`src/rtl/uart_rx_if.sv`:
```
// Serial receiver bus: serial line and frame configuration in, received byte and
// per-frame status pulses out. The master side drives the line, the slave is the receiver.
interface uart_rx_if #(
    parameter int DATA_WIDTH = 8,
    parameter int PRESCALE_W = 6
);
    logic                  RX_IN;
    logic [PRESCALE_W-1:0] Prescale;
    logic                  Par_En;
    logic                  Par_Typ;
    logic [DATA_WIDTH-1:0] P_DATA;
    logic                  Data_Valid;
    logic                  PAR_Err;
    logic                  STP_Err;

    modport master (
        output RX_IN, Prescale, Par_En, Par_Typ,
        input  P_DATA, Data_Valid, PAR_Err, STP_Err
    );

    modport slave (
        input  RX_IN, Prescale, Par_En, Par_Typ,
        output P_DATA, Data_Valid, PAR_Err, STP_Err
    );
endinterface

```
`src/rtl/uart_rx.sv`:
```
// Oversampling UART receiver: start bit, DATA_WIDTH data bits LSB first, optional
// parity, one stop bit. Each bit is the 3-sample majority around mid-bit; the frame
// result (byte + Data_Valid, or error pulses) is issued at the middle of the stop bit.
module uart_rx #(
    parameter int DATA_WIDTH = 8,
    parameter int PRESCALE_W = 6
) (
    input  logic      clk,
    input  logic      rst_n,
    uart_rx_if.slave  rx_if
);
    localparam int BIT_CNT_W = (DATA_WIDTH > 1) ? $clog2(DATA_WIDTH) : 1;

    typedef enum logic [2:0] {
        IDLE,
        START,
        DATA,
        PARITY,
        STOP
    } state_t;

    state_t                state_reg;
    state_t                state_next;
    logic [PRESCALE_W-1:0] edge_cnt_reg;
    logic [BIT_CNT_W-1:0]  bit_cnt_reg;
    logic [PRESCALE_W-1:0] prescale_reg;
    logic                  par_en_reg;
    logic                  par_typ_reg;
    logic [2:0]            samples_reg;
    logic [DATA_WIDTH-1:0] shift_reg;
    logic                  par_pend_reg;
    logic [DATA_WIDTH-1:0] p_data_reg;
    logic                  data_valid_reg;
    logic                  par_err_reg;
    logic                  stp_err_reg;

    logic                  rx;
    logic                  start_detect;
    logic [PRESCALE_W-1:0] half_p;
    logic [2:0]            sample_hit;
    logic                  sample_edge;
    logic                  decision_edge;
    logic                  bit_end;
    logic                  last_data_bit;
    logic                  majority;
    logic                  exp_parity;

    assign rx           = rx_if.RX_IN;
    assign start_detect = (state_reg == IDLE) && !rx;
    assign half_p       = {1'b0, prescale_reg[PRESCALE_W-1:1]};

    // Sample points sit at half_p-1, half_p and half_p+1 within each bit.
    genvar gi;
    generate
        for (gi = 0; gi < 3; gi++) begin : g_sample
            assign sample_hit[gi] = (edge_cnt_reg == half_p + PRESCALE_W'(gi) - PRESCALE_W'(1));
        end
    endgenerate

    assign sample_edge   = (state_reg != IDLE) && (|sample_hit);
    assign decision_edge = (state_reg != IDLE) && (edge_cnt_reg == half_p + PRESCALE_W'(2));
    assign bit_end       = (edge_cnt_reg == prescale_reg - PRESCALE_W'(1));
    assign last_data_bit = (bit_cnt_reg == BIT_CNT_W'(DATA_WIDTH - 1));
    assign majority      = (samples_reg[0] & samples_reg[1]) |
                           (samples_reg[0] & samples_reg[2]) |
                           (samples_reg[1] & samples_reg[2]);
    assign exp_parity    = par_typ_reg ? ~^shift_reg : ^shift_reg;

    // State register.
    always_ff @(posedge clk or negedge rst_n) begin
        if (!rst_n) begin
            state_reg <= IDLE;
        end else begin
            state_reg <= state_next;
        end
    end

    // Next-state logic; a start-bit glitch wins over the bit boundary when both coincide.
    always_comb begin
        state_next = state_reg;
        case (state_reg)
            IDLE: begin
                if (!rx) state_next = START;
            end
            START: begin
                if (decision_edge && majority) state_next = IDLE;
                else if (bit_end)              state_next = DATA;
            end
            DATA: begin
                if (bit_end && last_data_bit) state_next = par_en_reg ? PARITY : STOP;
            end
            PARITY: begin
                if (bit_end) state_next = STOP;
            end
            STOP: begin
                if (decision_edge) state_next = IDLE;
            end
            default: state_next = IDLE;
        endcase
    end

    // Edge and bit counters; the detection cycle itself is edge 0, so counting resumes at 1.
    always_ff @(posedge clk or negedge rst_n) begin
        if (!rst_n) begin
            edge_cnt_reg <= '0;
            bit_cnt_reg  <= '0;
        end else if (state_reg == IDLE) begin
            edge_cnt_reg <= start_detect ? PRESCALE_W'(1) : '0;
            bit_cnt_reg  <= '0;
        end else begin
            if (state_next == IDLE || bit_end) edge_cnt_reg <= '0;
            else                               edge_cnt_reg <= edge_cnt_reg + PRESCALE_W'(1);
            if (state_reg == DATA && bit_end) begin
                bit_cnt_reg <= (state_next == DATA) ? bit_cnt_reg + BIT_CNT_W'(1) : '0;
            end
        end
    end

    // Frame configuration capture, mid-bit sampling, data shift and parity check.
    always_ff @(posedge clk or negedge rst_n) begin
        if (!rst_n) begin
            prescale_reg <= '0;
            par_en_reg   <= 1'b0;
            par_typ_reg  <= 1'b0;
            samples_reg  <= '0;
            shift_reg    <= '0;
            par_pend_reg <= 1'b0;
        end else begin
            if (start_detect) begin
                prescale_reg <= rx_if.Prescale;
                par_en_reg   <= rx_if.Par_En;
                par_typ_reg  <= rx_if.Par_Typ;
                par_pend_reg <= 1'b0;
            end
            if (sample_edge) begin
                samples_reg <= {samples_reg[1:0], rx};
            end
            if (state_reg == DATA && decision_edge) begin
                shift_reg <= {majority, shift_reg[DATA_WIDTH-1:1]};
            end
            if (state_reg == PARITY && decision_edge) begin
                par_pend_reg <= (majority != exp_parity);
            end
        end
    end

    // Registered frame result, issued for one clock at the stop-bit decision.
    always_ff @(posedge clk or negedge rst_n) begin
        if (!rst_n) begin
            p_data_reg     <= '0;
            data_valid_reg <= 1'b0;
            par_err_reg    <= 1'b0;
            stp_err_reg    <= 1'b0;
        end else begin
            data_valid_reg <= 1'b0;
            par_err_reg    <= 1'b0;
            stp_err_reg    <= 1'b0;
            if (state_reg == STOP && decision_edge) begin
                stp_err_reg <= !majority;
                par_err_reg <= par_pend_reg;
                if (majority && !par_pend_reg) begin
                    p_data_reg     <= shift_reg;
                    data_valid_reg <= 1'b1;
                end
            end
        end
    end

    assign rx_if.P_DATA     = p_data_reg;
    assign rx_if.Data_Valid = data_valid_reg;
    assign rx_if.PAR_Err    = par_err_reg;
    assign rx_if.STP_Err    = stp_err_reg;
endmodule

```
`src/flat_wrapper.sv`:
```
// flat-port wrapper written by rule: the top's interface ports become plain ports
module uart_rx_flat 
#(
    parameter int DATA_WIDTH = 8,
    parameter int PRESCALE_W = 6
)
  (clk, rst_n, rx_if_RX_IN, rx_if_Prescale, rx_if_Par_En, rx_if_Par_Typ, rx_if_P_DATA, rx_if_Data_Valid, rx_if_PAR_Err, rx_if_STP_Err);
  uart_rx_if #(.DATA_WIDTH(DATA_WIDTH), .PRESCALE_W(PRESCALE_W)) rx_if_i ();
  input  logic clk;
  input  logic rst_n;
  input wire logic [$bits(rx_if_i.RX_IN)-1:0] rx_if_RX_IN;
  input wire logic [$bits(rx_if_i.Prescale)-1:0] rx_if_Prescale;
  input wire logic [$bits(rx_if_i.Par_En)-1:0] rx_if_Par_En;
  input wire logic [$bits(rx_if_i.Par_Typ)-1:0] rx_if_Par_Typ;
  output wire logic [$bits(rx_if_i.P_DATA)-1:0] rx_if_P_DATA;
  output wire logic [$bits(rx_if_i.Data_Valid)-1:0] rx_if_Data_Valid;
  output wire logic [$bits(rx_if_i.PAR_Err)-1:0] rx_if_PAR_Err;
  output wire logic [$bits(rx_if_i.STP_Err)-1:0] rx_if_STP_Err;
  assign rx_if_i.RX_IN = rx_if_RX_IN;
  assign rx_if_i.Prescale = rx_if_Prescale;
  assign rx_if_i.Par_En = rx_if_Par_En;
  assign rx_if_i.Par_Typ = rx_if_Par_Typ;
  assign rx_if_P_DATA = rx_if_i.P_DATA;
  assign rx_if_Data_Valid = rx_if_i.Data_Valid;
  assign rx_if_PAR_Err = rx_if_i.PAR_Err;
  assign rx_if_STP_Err = rx_if_i.STP_Err;
  uart_rx #(.DATA_WIDTH(DATA_WIDTH), .PRESCALE_W(PRESCALE_W)) u_core (.clk(clk), .rst_n(rst_n), .rx_if(rx_if_i));
endmodule
```
`config.mk`:
```
export PLATFORM = sky130hd
export DESIGN_NAME = uart_rx_flat
export DESIGN_NICKNAME = d
export VERILOG_FILES = /design/src/rtl/uart_rx_if.sv /design/src/rtl/uart_rx.sv /design/src/flat_wrapper.sv
export SDC_FILE = /design/constraint.sdc
export NUM_CORES = 1
export LEC_CHECK = 0
export CELL_PAD_IN_SITES_DETAIL_PLACEMENT = 2
export CELL_PAD_IN_SITES_GLOBAL_PLACEMENT = 2
export CORE_MARGIN = 5
export CORE_UTILIZATION = 41
export DETAILED_ROUTE_END_ITERATION = 6
export PLACE_DENSITY = 0.87
export REMOVE_ABC_BUFFERS = 1
export SLEW_MARGIN = 40
export SYNTH_ARGS = -nofsm -noshare
export SYNTH_HDL_FRONTEND = slang
export SYNTH_SLANG_ARGS = --single-unit
```
`constraint.sdc`:
```
create_clock -name clk -period 5.3 [get_ports clk]
set_input_delay 0.795 -clock clk [delete_from_list [all_inputs] [get_ports clk]]
set_output_delay 0.795 -clock clk [all_outputs]
set_load 0.01 [all_outputs]
```
==> impl_results.md <==
* Status: finished clean
* Crit path cell chain: inv_1 -> ha_1 -> xnor2_1 -> nor3b_1 -> o211ai_2 -> nor2_1 -> nor3b_1 -> buf_4 -> mux2_2
* Layout area overhead at 13.3%
* Max frequency at 332 MHz
* Top_reg_cell synth: dfrtp_1
* Worst Path Required at 5.49 ns
* CP Capture Type: flop
* Synth area leader: dfrtp_1
* #FFs+latches synth at 43
* Initial antenna violation count at 0
* Die X at 89.2 um
* Cells after synthesis at 237
* Kind of critical path: reg -> reg
* CTS sink count at 43
* Synthesized area at 2570 um2
* Rows at 28
* RD Place Congestion at 0.763
* Grt total ovfl at 0
* IO buf count at 21
* Commonest non-fill, non-tap cell in the layout: dfrtp_1
* Most frequent CP cell: nor3b_1
* Layout cells sized above 1 at 17.9%
* Placed instance count at 324
* Seq/Total Area, Yosys at 41.8%
* Slew Viols, Final at 0
* Pleak at 1.25 nW
* Number of buffers created by CTS at 5
* Max IR drop VDD at 0.210 mV
* Worst skew pair latency at 0.30 ns
* Final ANT Viol Nets at 0
* Clock transition at the registers of the reported paths at 0.08 ns
* Fin crit share at 56.9%
* EDFF count, synth at 0
* WL final at 6610 um
* Share of the synthesized area in the top cell type at 41.8%
* Max-cap violations at 0
* GRT Total Usage at 18.4%
* Crit path arrival time at 3.20 ns
* Number of remaining DRC errors at 0
* Post-DP HPWL at 5000 um
* Via count at 1785
* Ports at 22
* Post-CTS sizing at 0
* Post-synth cell types at 49
* WL per Instance at 19.9 um
* N_diodes at 0
* Worst Skew at 0.00623 ns
* Layout Cells excl Fill at 332
* YS warnings at 0
* Hold Slack at 0.473 ns
* Hold Crit Class: in -> async
* Post-CTS Setup Inserts at 0
* Crit-path max FO at 9
* Slew HR at 60.8%
* Slew @ Worst Pin at 0.585 ns
* Chip height at 89.2 um
* Largest stage delay on the critical path at 0.53 ns
* Pin count of the biggest net entering global routing at 44
* NumNets Final at 278
* RSZ-0062 raised after global routing: no
* Final design utilization at 48.4%
* CTS tree: built
* Most frequent cells in the layout: dfrtp_1, xnor2_1, nand2_1, clkdlybuf4s50_1, mux2_2
* Final hold violations at 0
* Initial Util at 42.7%
* CTS Buffer Depth at 2
* Crit-path slowest cell: dfrtp_1
* Ys async rst share at 100%
* Fin crit period at 3.02 ns
* Core area at 6030 um2
* Area contributors post-synth: dfrtp_1, xnor2_1, mux2_2
* H-tree levels at 2
* Startpoint Class: flop
* Total power per unit cell area at 587 nW/um2
* Die area at 7960 um2
* TNS Setup at 0 ns
* 1st-iter DRT viols at 32
* Vias in the first global route at 2022
* Vias/cell at 5.38
* CTS Hold Buffers Added at 0
* Synth Area per Inst at 10.9 um2
* Tot Pwr at 0.00171 W
* First-pass GRT wire length at 10800 um
* Final setup fails at 0
* DR pass1 iterations at 4
* Clock root cell: clkbuf_8
per-stage QoR:
step                setup WS, ns  instance area (um2)
CTS                         2.23                 2910
finish                      2.28                 2920
global placement            2.54                 2820
global route                2.03                 2920
detailed placement          2.25                 2830
floorplan                   2.33                 2500
where the power goes:
group	leakage, nW	switching, W	total [W]	internal (W)
Clock	0.0412	0.000120	0.000212	0.0000923
Combinational	0.648	0.000497	0.000921	0.000424
Sequential	0.561	0.000164	0.000579	0.000415
cells by family after synthesis:
family / Yosys count / synth area share [%]
buffers and inverters: 19 / 3.89
muxes: 18 / 7.88
AOI/OAI and AO/OA: 33 / 11.0
DFF: 43 / 41.8
adders and majority gates: 11 / 5.35
and+or+nand+nor: 76 / 16.9
xor gates and xnor gates: 37 / 13.2
worst max-delay path, delay by kind of cell, from the launching register on:
family / cells / cell delay (ns)
simple gates: 3 / 0.82
flops: 1 / 0.53
buf+inv: 2 / 0.40
mux: 1 / 0.37
fa+ha+maj: 1 / 0.35
xor+xnor: 1 / 0.23
compound gates: 1 / 0.20
layout make-up:
type / count / area, um2
Timing Repair Buffer: 23 / 223
Tap cell: 75 / 93.8
Sequential cell: 43 / 1080
Clock inverter: 2 / 12.5
Fill cell: 620 / 3110
Clock buffer: 6 / 72.6
Multi-Input combinational cell: 175 / 1410
Inverter: 8 / 30.0
synthesized netlist by cell type (2+ instances only):
| master | count |
|---|---|
| nand3_1 | 5 |
| a21o_1 | 2 |
| nand3b_1 | 2 |
| nand4_1 | 3 |
| nor3b_1 | 7 |
| nor2b_1 | 2 |
| xnor2_2 | 2 |
| mux2_2 | 18 |
| nor4_1 | 2 |
| buf_2 | 5 |
| nor2_1 | 10 |
| and3_1 | 2 |
| ha_1 | 11 |
| nand2b_1 | 3 |
| xor2_1 | 9 |
| o21ai_0 | 7 |
| xnor2_1 | 26 |
| clkbuf_1 | 2 |
| buf_6 | 2 |
| a31o_1 | 3 |
| a21oi_1 | 5 |
| a21bo_2 | 2 |
| nor3_1 | 5 |
| and2_1 | 3 |
| inv_1 | 8 |
| nand2_1 | 24 |
| dfrtp_1 | 43 |
| and3_4 | 2 |
| buf_4 | 2 |
routing by layer:
layer	part of all wire, %	up-vias	track usage [%]
met2	51	29	31.5
li1	-	853	-
met3	2.8	6	3.41
met1	45	897	23.5
met4	1.2	0	5.95
met5	0	-	0
final timing paths:
kind                                                 endpoint  depth (start not counted)                          startpoint  slack (ns)
hold / removal             u_core.prescale_reg[0]$_DFFE_PN0P_                          1                               rst_n        0.47
hold reg to reg            u_core.rx_if.P_DATA[3]$_DFFE_PN0P_                          1  u_core.rx_if.P_DATA[3]$_DFFE_PN0P_        0.51
max in group asynchronous   u_core.samples_reg[2]$_DFFE_PN0P_                          1                               rst_n        4.43
min in group clk           u_core.rx_if.P_DATA[3]$_DFFE_PN0P_                          1  u_core.rx_if.P_DATA[3]$_DFFE_PN0P_        0.51
setup / recovery           u_core.rx_if.P_DATA[7]$_DFFE_PN0P_                          9  u_core.prescale_reg[2]$_DFFE_PN0P_        2.28
setup reg to reg           u_core.rx_if.P_DATA[7]$_DFFE_PN0P_                          9  u_core.prescale_reg[2]$_DFFE_PN0P_        2.28
(Power assumes the default switching activity.)
